$ cat src/rtl/wb_pkg.sv
//==============================================================================
// Module  : wb_pkg
// Purpose : Shared definitions for the writeback stage: MEM->WB bus layout
//           helpers, writeback FSM state encoding and exception codes.
// Bus layout (MSB..LSB): {pc, gr_we, dest, result, exc, ecode, ertn}
// Revision: 1.0  initial release
//==============================================================================
`default_nettype none

package wb_pkg;

   // Writeback FSM: SHADOW is the single cycle after a flush retire in which
   // whatever MEM still presents is wrong-path.
   typedef enum logic [0:0] {
      ST_RUN    = 1'b0,
      ST_SHADOW = 1'b1
   } wb_state_e;

   // LoongArch-style exception codes
   localparam logic [5:0] ECODE_INT = 6'h00;
   localparam logic [5:0] ECODE_PIL = 6'h01;
   localparam logic [5:0] ECODE_PIS = 6'h02;
   localparam logic [5:0] ECODE_PIF = 6'h03;
   localparam logic [5:0] ECODE_PME = 6'h04;
   localparam logic [5:0] ECODE_PPI = 6'h07;
   localparam logic [5:0] ECODE_ADE = 6'h08;
   localparam logic [5:0] ECODE_ALE = 6'h09;
   localparam logic [5:0] ECODE_SYS = 6'h0b;
   localparam logic [5:0] ECODE_BRK = 6'h0c;
   localparam logic [5:0] ECODE_INE = 6'h0d;
   localparam logic [5:0] ECODE_IPE = 6'h0e;
   localparam logic [5:0] ECODE_FPD = 6'h0f;

   // Total bus width: pc + dest + result + ecode + {gr_we, exc, ertn}
   function automatic int bus_w(input int pc_w, input int raddr_w,
                                input int xlen, input int ecode_w);
      return pc_w + raddr_w + xlen + ecode_w + 3;
   endfunction

   // Field LSB offsets, packed from the LSB upwards
   localparam int OFF_ERTN  = 0;
   localparam int OFF_ECODE = 1;

   function automatic int off_exc(input int ecode_w);
      return ecode_w + 1;
   endfunction

   function automatic int off_result(input int ecode_w);
      return ecode_w + 2;
   endfunction

   function automatic int off_dest(input int xlen, input int ecode_w);
      return xlen + ecode_w + 2;
   endfunction

   function automatic int off_gr_we(input int raddr_w, input int xlen, input int ecode_w);
      return raddr_w + xlen + ecode_w + 2;
   endfunction

   function automatic int off_pc(input int raddr_w, input int xlen, input int ecode_w);
      return raddr_w + xlen + ecode_w + 3;
   endfunction

endpackage

`default_nettype wire

$ cat src/rtl/wb_stage_ex.sv
//==============================================================================
// Module  : wb_stage_ex
// Purpose : Parametrised pipeline writeback stage. Accepts one instruction
//           per cycle from MEM, commits register writes through a shared
//           write port with backpressure, retires exceptions/ERTN with a
//           one-cycle flush, and counts retired instructions.
// Ports   :
//   clk, reset           clock, synchronous active-high reset
//   me_to_wb_valid/bus   instruction from MEM; wb_allow_in is the accept
//   rf_ready             write port grant; rf_we/rf_waddr/rf_wdata commit
//   wb_dest              destination for ID hazard detection
//   wb_flush/_ertn       one-cycle flush (ERTN qualifier), with
//   wb_exc_pc/wb_ecode   PC and code of the flushing instruction
//   retire_count         instructions retired since reset (wraps)
//   debug_wb_*           difftest trace ports
// Revision: 1.0  initial release
//==============================================================================
`default_nettype none

module wb_stage_ex
   import wb_pkg::*;
#(
   parameter int XLEN    = 32,
   parameter int RADDR_W = 5,
   parameter int PC_W    = 32,
   parameter int ECODE_W = 6,
   parameter int CNT_W   = 64
) (
   input  logic                                          clk,
   input  logic                                          reset,
   input  logic                                          me_to_wb_valid,
   input  logic [bus_w(PC_W, RADDR_W, XLEN, ECODE_W)-1:0] me_to_wb_bus,
   output logic                                          wb_allow_in,
   input  logic                                          rf_ready,
   output logic                                          rf_we,
   output logic [RADDR_W-1:0]                            rf_waddr,
   output logic [XLEN-1:0]                               rf_wdata,
   output logic [RADDR_W-1:0]                            wb_dest,
   output logic                                          wb_flush,
   output logic                                          wb_flush_ertn,
   output logic [PC_W-1:0]                               wb_exc_pc,
   output logic [ECODE_W-1:0]                            wb_ecode,
   output logic [CNT_W-1:0]                              retire_count,
   output logic [PC_W-1:0]                               debug_wb_pc,
   output logic [XLEN/8-1:0]                             debug_wb_rf_we,
   output logic [RADDR_W-1:0]                            debug_wb_rf_wnum,
   output logic [XLEN-1:0]                               debug_wb_rf_wdata
);

   localparam int OFF_EXC    = off_exc(ECODE_W);
   localparam int OFF_RESULT = off_result(ECODE_W);
   localparam int OFF_DEST   = off_dest(XLEN, ECODE_W);
   localparam int OFF_GR_WE  = off_gr_we(RADDR_W, XLEN, ECODE_W);
   localparam int OFF_PC     = off_pc(RADDR_W, XLEN, ECODE_W);

   // Control state
   wb_state_e          state_q, state_d;
   logic               wb_valid_q, wb_valid_d;
   logic [CNT_W-1:0]   retire_count_q, retire_count_d;

   // Payload (not reset; qualified by wb_valid_q)
   logic [PC_W-1:0]    pc_q, pc_d;
   logic               gr_we_q, gr_we_d;
   logic [RADDR_W-1:0] dest_q, dest_d;
   logic [XLEN-1:0]    result_q, result_d;
   logic               exc_q, exc_d;
   logic [ECODE_W-1:0] ecode_q, ecode_d;
   logic               ertn_q, ertn_d;

   logic wr_req;
   logic ready_go;
   logic flush;
   logic in_shadow;
   logic allow_in;
   logic load;
   logic retire;

   always_comb begin
      wr_req    = wb_valid_q && gr_we_q && !exc_q && !ertn_q;
      ready_go  = !wr_req || rf_ready;
      flush     = wb_valid_q && (exc_q || ertn_q);
      in_shadow = (state_q == ST_SHADOW);
      retire    = wb_valid_q && ready_go;

      // SHADOW always accepts so MEM drains its wrong-path content.
      allow_in  = !wb_valid_q || ready_go || in_shadow;

      // Whatever MEM hands over while the flush is in progress (the flush
      // cycle itself and the shadow cycle) was fetched down the wrong path,
      // so it is accepted but not kept.
      load      = me_to_wb_valid && allow_in && !flush && !in_shadow;

      wb_valid_d = allow_in ? load : wb_valid_q;

      pc_d     = pc_q;
      gr_we_d  = gr_we_q;
      dest_d   = dest_q;
      result_d = result_q;
      exc_d    = exc_q;
      ecode_d  = ecode_q;
      ertn_d   = ertn_q;
      if (load) begin
         pc_d     = me_to_wb_bus[OFF_PC +: PC_W];
         gr_we_d  = me_to_wb_bus[OFF_GR_WE];
         dest_d   = me_to_wb_bus[OFF_DEST +: RADDR_W];
         result_d = me_to_wb_bus[OFF_RESULT +: XLEN];
         exc_d    = me_to_wb_bus[OFF_EXC];
         ecode_d  = me_to_wb_bus[OFF_ECODE +: ECODE_W];
         ertn_d   = me_to_wb_bus[OFF_ERTN];
      end

      // SHADOW is a single cycle; a flush can only retire out of RUN.
      state_d = ST_RUN;
      if (!in_shadow && flush) begin
         state_d = ST_SHADOW;
      end

      retire_count_d = retire_count_q + {{(CNT_W-1){1'b0}}, retire};
   end

   always_ff @(posedge clk) begin
      if (reset) begin
         state_q        <= ST_RUN;
         wb_valid_q     <= 1'b0;
         retire_count_q <= '0;
      end else begin
         state_q        <= state_d;
         wb_valid_q     <= wb_valid_d;
         retire_count_q <= retire_count_d;
      end
   end

   always_ff @(posedge clk) begin
      pc_q     <= pc_d;
      gr_we_q  <= gr_we_d;
      dest_q   <= dest_d;
      result_q <= result_d;
      exc_q    <= exc_d;
      ecode_q  <= ecode_d;
      ertn_q   <= ertn_d;
   end

   assign wb_allow_in   = allow_in;
   assign rf_we         = wr_req && rf_ready;
   assign rf_waddr      = dest_q;
   assign rf_wdata      = result_q;
   assign wb_dest       = (wb_valid_q && gr_we_q) ? dest_q : '0;

   // An exception takes priority over ERTN when both are flagged.
   assign wb_flush      = flush;
   assign wb_flush_ertn = flush && ertn_q && !exc_q;
   assign wb_exc_pc     = flush ? pc_q : '0;
   assign wb_ecode      = flush ? ecode_q : '0;

   assign retire_count  = retire_count_q;

   assign debug_wb_pc       = pc_q;
   assign debug_wb_rf_we    = {(XLEN/8){rf_we}};
   assign debug_wb_rf_wnum  = dest_q;
   assign debug_wb_rf_wdata = result_q;

endmodule

`default_nettype wire
$ cat config.mk
export PLATFORM = sky130hd
export DESIGN_NAME = wb_stage_ex
export DESIGN_NICKNAME = d
export VERILOG_FILES = /design/src/rtl/wb_pkg.sv /design/src/rtl/wb_stage_ex.sv
export SDC_FILE = /design/constraint.sdc
export NUM_CORES = 1
export LEC_CHECK = 0
export ABC_AREA = 0
export BUFFER_PORTS_ARGS = -buffer_cell sky130_fd_sc_hd__buf_2
export CORE_AREA = 2 2 117 119
export DETAILED_ROUTE_END_ITERATION = 12
export DIE_AREA = 0 0 119 121
export GPL_TIMING_DRIVEN = 1
export PLACE_DENSITY = 0.81
export SLEW_MARGIN = 0
export SYNTH_ARGS = -nofsm -noshare
export SYNTH_HDL_FRONTEND = slang
export SYNTH_SLANG_ARGS = --single-unit
export TNS_END_PERCENT = 1
$ cat constraint.sdc
create_clock -name clk -period 12.97 [get_ports clk]
set_input_delay 0 -clock clk [delete_from_list [all_inputs] [get_ports clk]]
set_output_delay 0 -clock clk [all_outputs]
set_load 0.03 [all_outputs]
==> flow_metrics.py, run 1 <==
metrics = {
    "run_status": {
        "status": "finished, final reports clean",
    },
    "logic_synthesis": {
        "synth.area.top_cells": "edfxtp_1, dfxtp_1, buf_4",
        "ys.flop_type": "edfxtp_1",
        "yosysTopAreaCell": "edfxtp_1",
        "synth_top_area_share_pct": 38.3,
        "synthCells": 541,
        "synth_area_um2": 6120,
        "synth_common_cells": "edfxtp_1, dfxtp_1, buf_4",
        "async_flop_share_pct": 0,
        "syn_nets": 625,
        "yosysSeqAreaShare_pct": 59.9,
        "synth_seq_cells": 144,
        "yosysWarnings": 0,
        "synth.avg_cell_area_um2": 11.3,
        "synthDistinctLibCells": 38,
        "synth_edf_count": 78,
        "synth_most_common_cell": "edfxtp_1",
    },
    "timing": {
        "totalNegativeSetupSlack_ps": 0,
        "setup_slack_ps": 9580,
        "relSlewSlack_pct": 26.8,
        "min_period_ps": 3390,
        "skew_ps": 7.46,
        "max_freq_ghz": 0.295,
        "drv_slew": 0,
        "fin_crit_sh_pct": 26.1,
        "tightest_slew_ps": 1080,
        "rsz0062_at_grt": "false",
        "hold_ws_ps": 169,
        "hold_violations": 0,
        "setup_violations": 0,
    },
    "power_and_ir_drop": {
        "p_per_area_nw_per_um2": 124,
        "irDropWorstVdd_mv": 0.0794,
        "p_leak_nw": 3.83,
    },
    "critical_path": {
        "worst_setup_path_start_kind": "flop",
        "path_cells": "nand2_1 -> nor4_1 -> nor2b_1 -> ha_1 -> ha_1 -> nand3_1 -> nor3_2 -> nand4_4 -> or4b_1 -> a21oi_1",
        "timing.critical_path.fanout_max": 23,
        "crit_type": "reg -> reg",
        "worstSetupEndpointType": "flop",
        "worstPathArrival_ps": 3730,
        "cpMostUsedCell": "ha_1",
        "worst_ep_required_time_ps": 13310,
        "cp_slowest_cell": "nor3_2",
        "cpPeakStageDelay_ps": 700,
    },
    "detailed_routing": {
        "drt_pass1_iterations": 5,
        "route.detailed.wl_per_inst_um": 17.8,
        "initialDrtViolationCount": 355,
        "drc": 0,
        "vias": 5618,
        "wl_mm": 19.1,
        "drt-vias-per-instance": 5.23,
        "ant_nets": 0,
    },
    "global_routing": {
        "grt_use_total_pct": 25.9,
        "grt_pass1_vias": 5265,
        "grt_overflow": 0,
        "antenna_found_initial": 2,
        "grt_max_degree": 72,
        "grt_pass1_wl_mm": 28.5,
    },
    "die": {
        "die-area_um2": 14400,
        "io_pins": 303,
        "die_h_um": 121,
        "die_x_um": 119,
        "rows": 42,
        "core_um2": 13100,
        "start_util_pct": 46.7,
    },
    "layout": {
        "syn_to_final_growth_pct": 44.3,
        "layout-drive-gt1-share_pct": 38.5,
        "nets": 969,
        "design_area_um2": 8820,
        "nFillCells": 953,
    },
    "cts": {
        "clock-sinks": 144,
        "clockBufferDepth": 2,
        "cts.clk_slew.worst_paths_ps": 60,
        "h-tree-depth": 4,
        "numCtsBuffers": 17,
        "clock_latency_ps": 410,
        "cts_setup_buffers": 0,
        "cts_tree": "yes",
        "root_buffer": "clkbuf_16",
    },
    "placement": {
        "globalplace.congestion": 0.872,
        "place_area_um2": 7480,
        "dp_slack_ps": 9660,
        "dpl.hpwl_mm": 12.9,
        "port_buffers": 302,
    },
    "job": {
        "cap_violations": 0,
    },
    "worst_hold_path": {
        "hold_path_class": "in -> reg",
    },
}
==> state kept, by name (all words and copies together), names as in the netlist <==
name               count
debug_wb_rf_wnum       5
retire_count          64
ertn_q                 1
gr_we_q                1
in_shadow              1
ecode_q                6
debug_wb_pc           32
debug_wb_rf_wdata     32
exc_q                  1
wb_valid_q             1
==> stage by stage <==
| step | total power [mW] | utilization (%) | std cells |
|---|---|---|---|
| finish | 1.10 | 67.4 | 1075 |
| global route | 1.13 | 67.4 | 1075 |
| CTS | 1.10 | 67.4 | 1074 |
| detailed placement | 0.642 | 57.2 | 962 |
| global placement | 0.641 | 57.2 | 962 |
| floorplan | 0.607 | - | 541 |
==> area by class of cell <==
type | instances | area, um^2 | share of cell area, %
Timing Repair Buffer | 384 | 2330 | 26.4
Antenna cell | 1 | 2.50 | 0.0284
Multi-Input combinational cell | 329 | 2040 | 23.1
Clock buffer | 26 | 510 | 5.78
Sequential cell | 144 | 3660 | 41.5
Tap cell | 176 | 220 | 2.50
Clock inverter | 6 | 28.8 | 0.326
Inverter | 9 | 33.8 | 0.383
==> metal layers <==
metal	routed length, um	vias up	global-route usage [%]
met1	6950	2644	28.5
met2	9360	291	43.2
met3	1870	65	10.2
met4	932	2	13.8
li1	-	2616	-
met5	11	-	0
==> what timing repair did <==
| action | 4_1_cts | 5_1_grt |
|---|---|---|
| endpoints found under the hold margin | 79 | 0 |
| hold buffers | 80 | 0 |
| resized for setup | 0 | 0 |
==> logic make-up (layout without fill, tap and decap cells) <==
family                   Yosys count  in the layout  synth area share [%]
other                              0              1                     0
AND/OR/NAND/NOR                  232            232                  22.6
adder cells (fa/ha/maj)            2              2                 0.409
buffers and inverters             68            425                  6.87
flip-flops                       144            144                  59.9
XOR/XNOR                          29             29                  4.15
AO/OA/AOI/OAI                     66             66                  6.10
==> final timing paths <==
kind	startpoint	to	slack [ps]	depth (start not counted)
max	gr_we_q	retire_count[60]	9580	10
min	rf_ready	retire_count[0]	170	5
max reg2reg	gr_we_q	retire_count[60]	9580	10
min reg2reg	retire_count[63]	retire_count[63]	490	2
==> where the power goes <==
part / internal, mW / total (mW) / switching (mW)
Combinational: 0.0470 / 0.142 / 0.0952
Clock: 0.269 / 0.441 / 0.172
Sequential: 0.503 / 0.513 / 0.00956
Total: 0.819 / 1.10 / 0.277
==> layout by cell type (no fill, tap or decap), drive strengths merged, types with 11 or more instances in the layout <==
cell type / count
and3: 11
a21oi: 32
nand3: 21
and2: 38
nor2: 35
dfxtp: 66
nand4: 28
o31ai: 11
xor2: 22
o21ai: 19
or4: 11
dlygate4sd3: 80
buf: 304
nor3: 13
clkbuf: 26
or3: 16
edfxtp: 78
nand2: 28
==> worst max-delay path: cells and delay by family (launching register included) <==
family	cells	cell delay [ps]
simple gates	7	2280
flops	1	460
fa+ha+maj	2	410
compound gates	1	150
No activity file was read; power rests on OpenSTA's default activity.
==> run 2, diff against run 1 <==
--- a/config.mk
+++ b/config.mk
@@ -7,11 +7,12 @@
 export LEC_CHECK = 0
 export ABC_AREA = 0
 export BUFFER_PORTS_ARGS = -buffer_cell sky130_fd_sc_hd__buf_2
-export CORE_AREA = 2 2 117 119
+export CORE_ASPECT_RATIO = 1.1
+export CORE_MARGIN = 2
+export CORE_UTILIZATION = 42
 export DETAILED_ROUTE_END_ITERATION = 12
-export DIE_AREA = 0 0 119 121
 export GPL_TIMING_DRIVEN = 1
-export PLACE_DENSITY = 0.81
+export PLACE_DENSITY = 0.77
 export SLEW_MARGIN = 0
 export SYNTH_ARGS = -nofsm -noshare
 export SYNTH_HDL_FRONTEND = slang
==> constraint.sdc (replaced) <==
create_clock -name clk -period 2.9 [get_ports clk]
set_input_delay 0 -clock clk [delete_from_list [all_inputs] [get_ports clk]]
set_output_delay 0 -clock clk [all_outputs]
set_load 0.03 [all_outputs]
==> flow_metrics.py, run 2 (synthesis gave the netlist of run 1 again) <==
metrics = {
    "run_status": {
        "status": "finished, final reports clean",
    },
    "cts": {
        "clock-sinks": 144,
        "clock_latency_ps": 430,
        "clockBufferDepth": 2,
        "h-tree-depth": 4,
        "cts.clk_slew.worst_paths_ps": 60,
        "root_buffer": "clkbuf_16",
        "numCtsBuffers": 17,
        "cts_tree": "yes",
    },
    "die": {
        "core_um2": 14300,
        "start_util_pct": 42.7,
        "rows": 46,
        "die_h_um": 131,
        "io_pins": 303,
        "die-area_um2": 15500,
        "die_x_um": 119,
    },
    "layout": {
        "final_common_cell": "buf_2",
        "largest_reg_flops": 64,
        "nFillCells": 1109,
        "syn_to_final_growth_pct": 47.2,
        "multi_input_area_um2": 2070,
        "nets": 980,
        "diodes": 0,
        "layout-drive-gt1-share_pct": 39.6,
        "layout_common_cells": "buf_2, dlygate4sd3_1, edfxtp_1",
        "final_util_pct": 62.8,
        "regArea_um2": 3660,
        "final-instance-count-excl-fill": 1101,
    },
    "global_routing": {
        "grt_overflow": 0,
        "antenna_found_initial": 0,
        "grt_pass1_wl_mm": 28.4,
        "grt_use_total_pct": 23.9,
        "grt_max_degree": 48,
        "grt_pass1_vias": 5258,
    },
    "timing": {
        "relSlewSlack_pct": 54.7,
        "rsz0062_at_grt": "true",
        "setup_violations": 0,
        "setup_slack_ps": 193,
        "tightest_slew_ps": 674,
        "min_period_ps": 2710,
        "hold_violations": 0,
        "max_freq_ghz": 0.369,
        "drv_slew": 0,
        "skew_ps": 12.9,
        "totalNegativeSetupSlack_ps": 0,
        "fin_crit_sh_pct": 93.4,
    },
    "worst_hold_path": {
        "whs_endpoint": "wb_valid_q",
        "holdPathStages": 5,
        "holdCritStartpoint": "rf_ready",
        "hold_path_class": "in -> reg",
    },
    "power_and_ir_drop": {
        "irDropWorstVdd_mv": 0.306,
        "total_power_mw": 5.10,
        "p_per_area_nw_per_um2": 566,
        "p_leak_nw": 3.92,
    },
    "critical_path": {
        "rrSetupSlack_ps": 190,
        "worst_ep_required_time_ps": 3250,
        "r2r_cells": 10,
        "timing.critical_path.fanout_max": 12,
        "r2r-start": "gr_we_q",
        "worst_setup_path_start_kind": "flop",
        "worstSetupEndpointType": "flop",
        "timing.rr.end": "retire_count[54]",
        "worstPathArrival_ps": 3050,
        "crit_type": "reg -> reg",
    },
    "job": {
        "cap_violations": 0,
    },
    "detailed_routing": {
        "ant_nets": 0,
        "wl_mm": 19.3,
        "vias": 5604,
        "drt_pass1_iterations": 5,
        "drt-vias-per-instance": 5.09,
        "drc": 0,
        "route.detailed.wl_per_inst_um": 17.5,
        "initialDrtViolationCount": 330,
    },
    "placement": {
        "dp_cells": 988,
        "globalplace.congestion": 0.858,
        "dpl.hpwl_mm": 13.0,
        "dp_slack_ps": 110,
        "port_buffers": 302,
    },
}
run 2: changes by cell type in the layout (fill, tap and decap cells not counted), moves of 2 or more:
cell,delta
clkinv_2,-2
nor3_2,-2
nor3_4,+2
buf_4,+10
bufinv_16,+2
run 2: power breakdown:
part           switching [mW]  internal, mW  total (mW)  leakage (nW)
logic                   0.423         0.218       0.641          2.36
registers              0.0451          2.25        2.29          1.28
clock network           0.808          1.35        2.16         0.285
run 2: cell type report:
class | instances | share of cell area [%]
clock inverter | 7 | 0.917
timing repair buffer | 394 | 26.8
sequential | 144 | 40.7
multi-input combinational | 330 | 23.0
tap | 192 | 2.67
clock buffer | 25 | 5.52
inverter | 9 | 0.375
run 2: stage by stage:
step                      hold slack (ps)  instance area (um^2)
after CTS                            74.8                  8970
after global placement                177                  7600
after detailed placement              178                  7600
final                                85.2                  9000
after floorplan                      98.9                  6130
after global routing                  124                  9000
run 2: routing by layer:
| layer | share of wire [%] | up-vias | GRT usage, % | wire length (um) |
|---|---|---|---|---|
| li1 | - | 2640 | - | - |
| met1 | 38 | 2682 | 26.7 | 7240 |
| met2 | 50 | 237 | 40.8 | 9650 |
| met3 | 9.1 | 45 | 8.81 | 1750 |
| met4 | 3.3 | 0 | 11.6 | 642 |
| met5 | 0 | - | 0 | 0 |
run 2: how the worst max path moves through the flow:
stage | endpoint | depth (start not counted) | slack (ps) | start
global route | retire_count[54] | 10 | -40 | gr_we_q
finish | retire_count[54] | 10 | 190 | gr_we_q
global placement | retire_count[62] | 10 | 210 | gr_we_q
CTS | retire_count[54] | 10 | 60 | gr_we_q
floorplan | debug_wb_pc[0] | 3 | -160 | ertn_q
detailed placement | retire_count[52] | 10 | 110 | gr_we_q
run 2: worst max-delay path: stages, from the launching register on:
cell	delay (ps)
edfxtp_1	430
nand2_1	120
nor4_1	70
nor2b_1	140
ha_2	210
ha_1	210
nand3_2	130
nor3_4	320
nand4_4	240
or4_1	580
a21oi_1	180
run 2: timing repair:
item                                    CTS  global route
hold buffers                             79             0
resized for setup                         0             3
endpoints found under the hold margin    79             0
setup buffers                             0             1
endpoints found under the setup margin    0            14
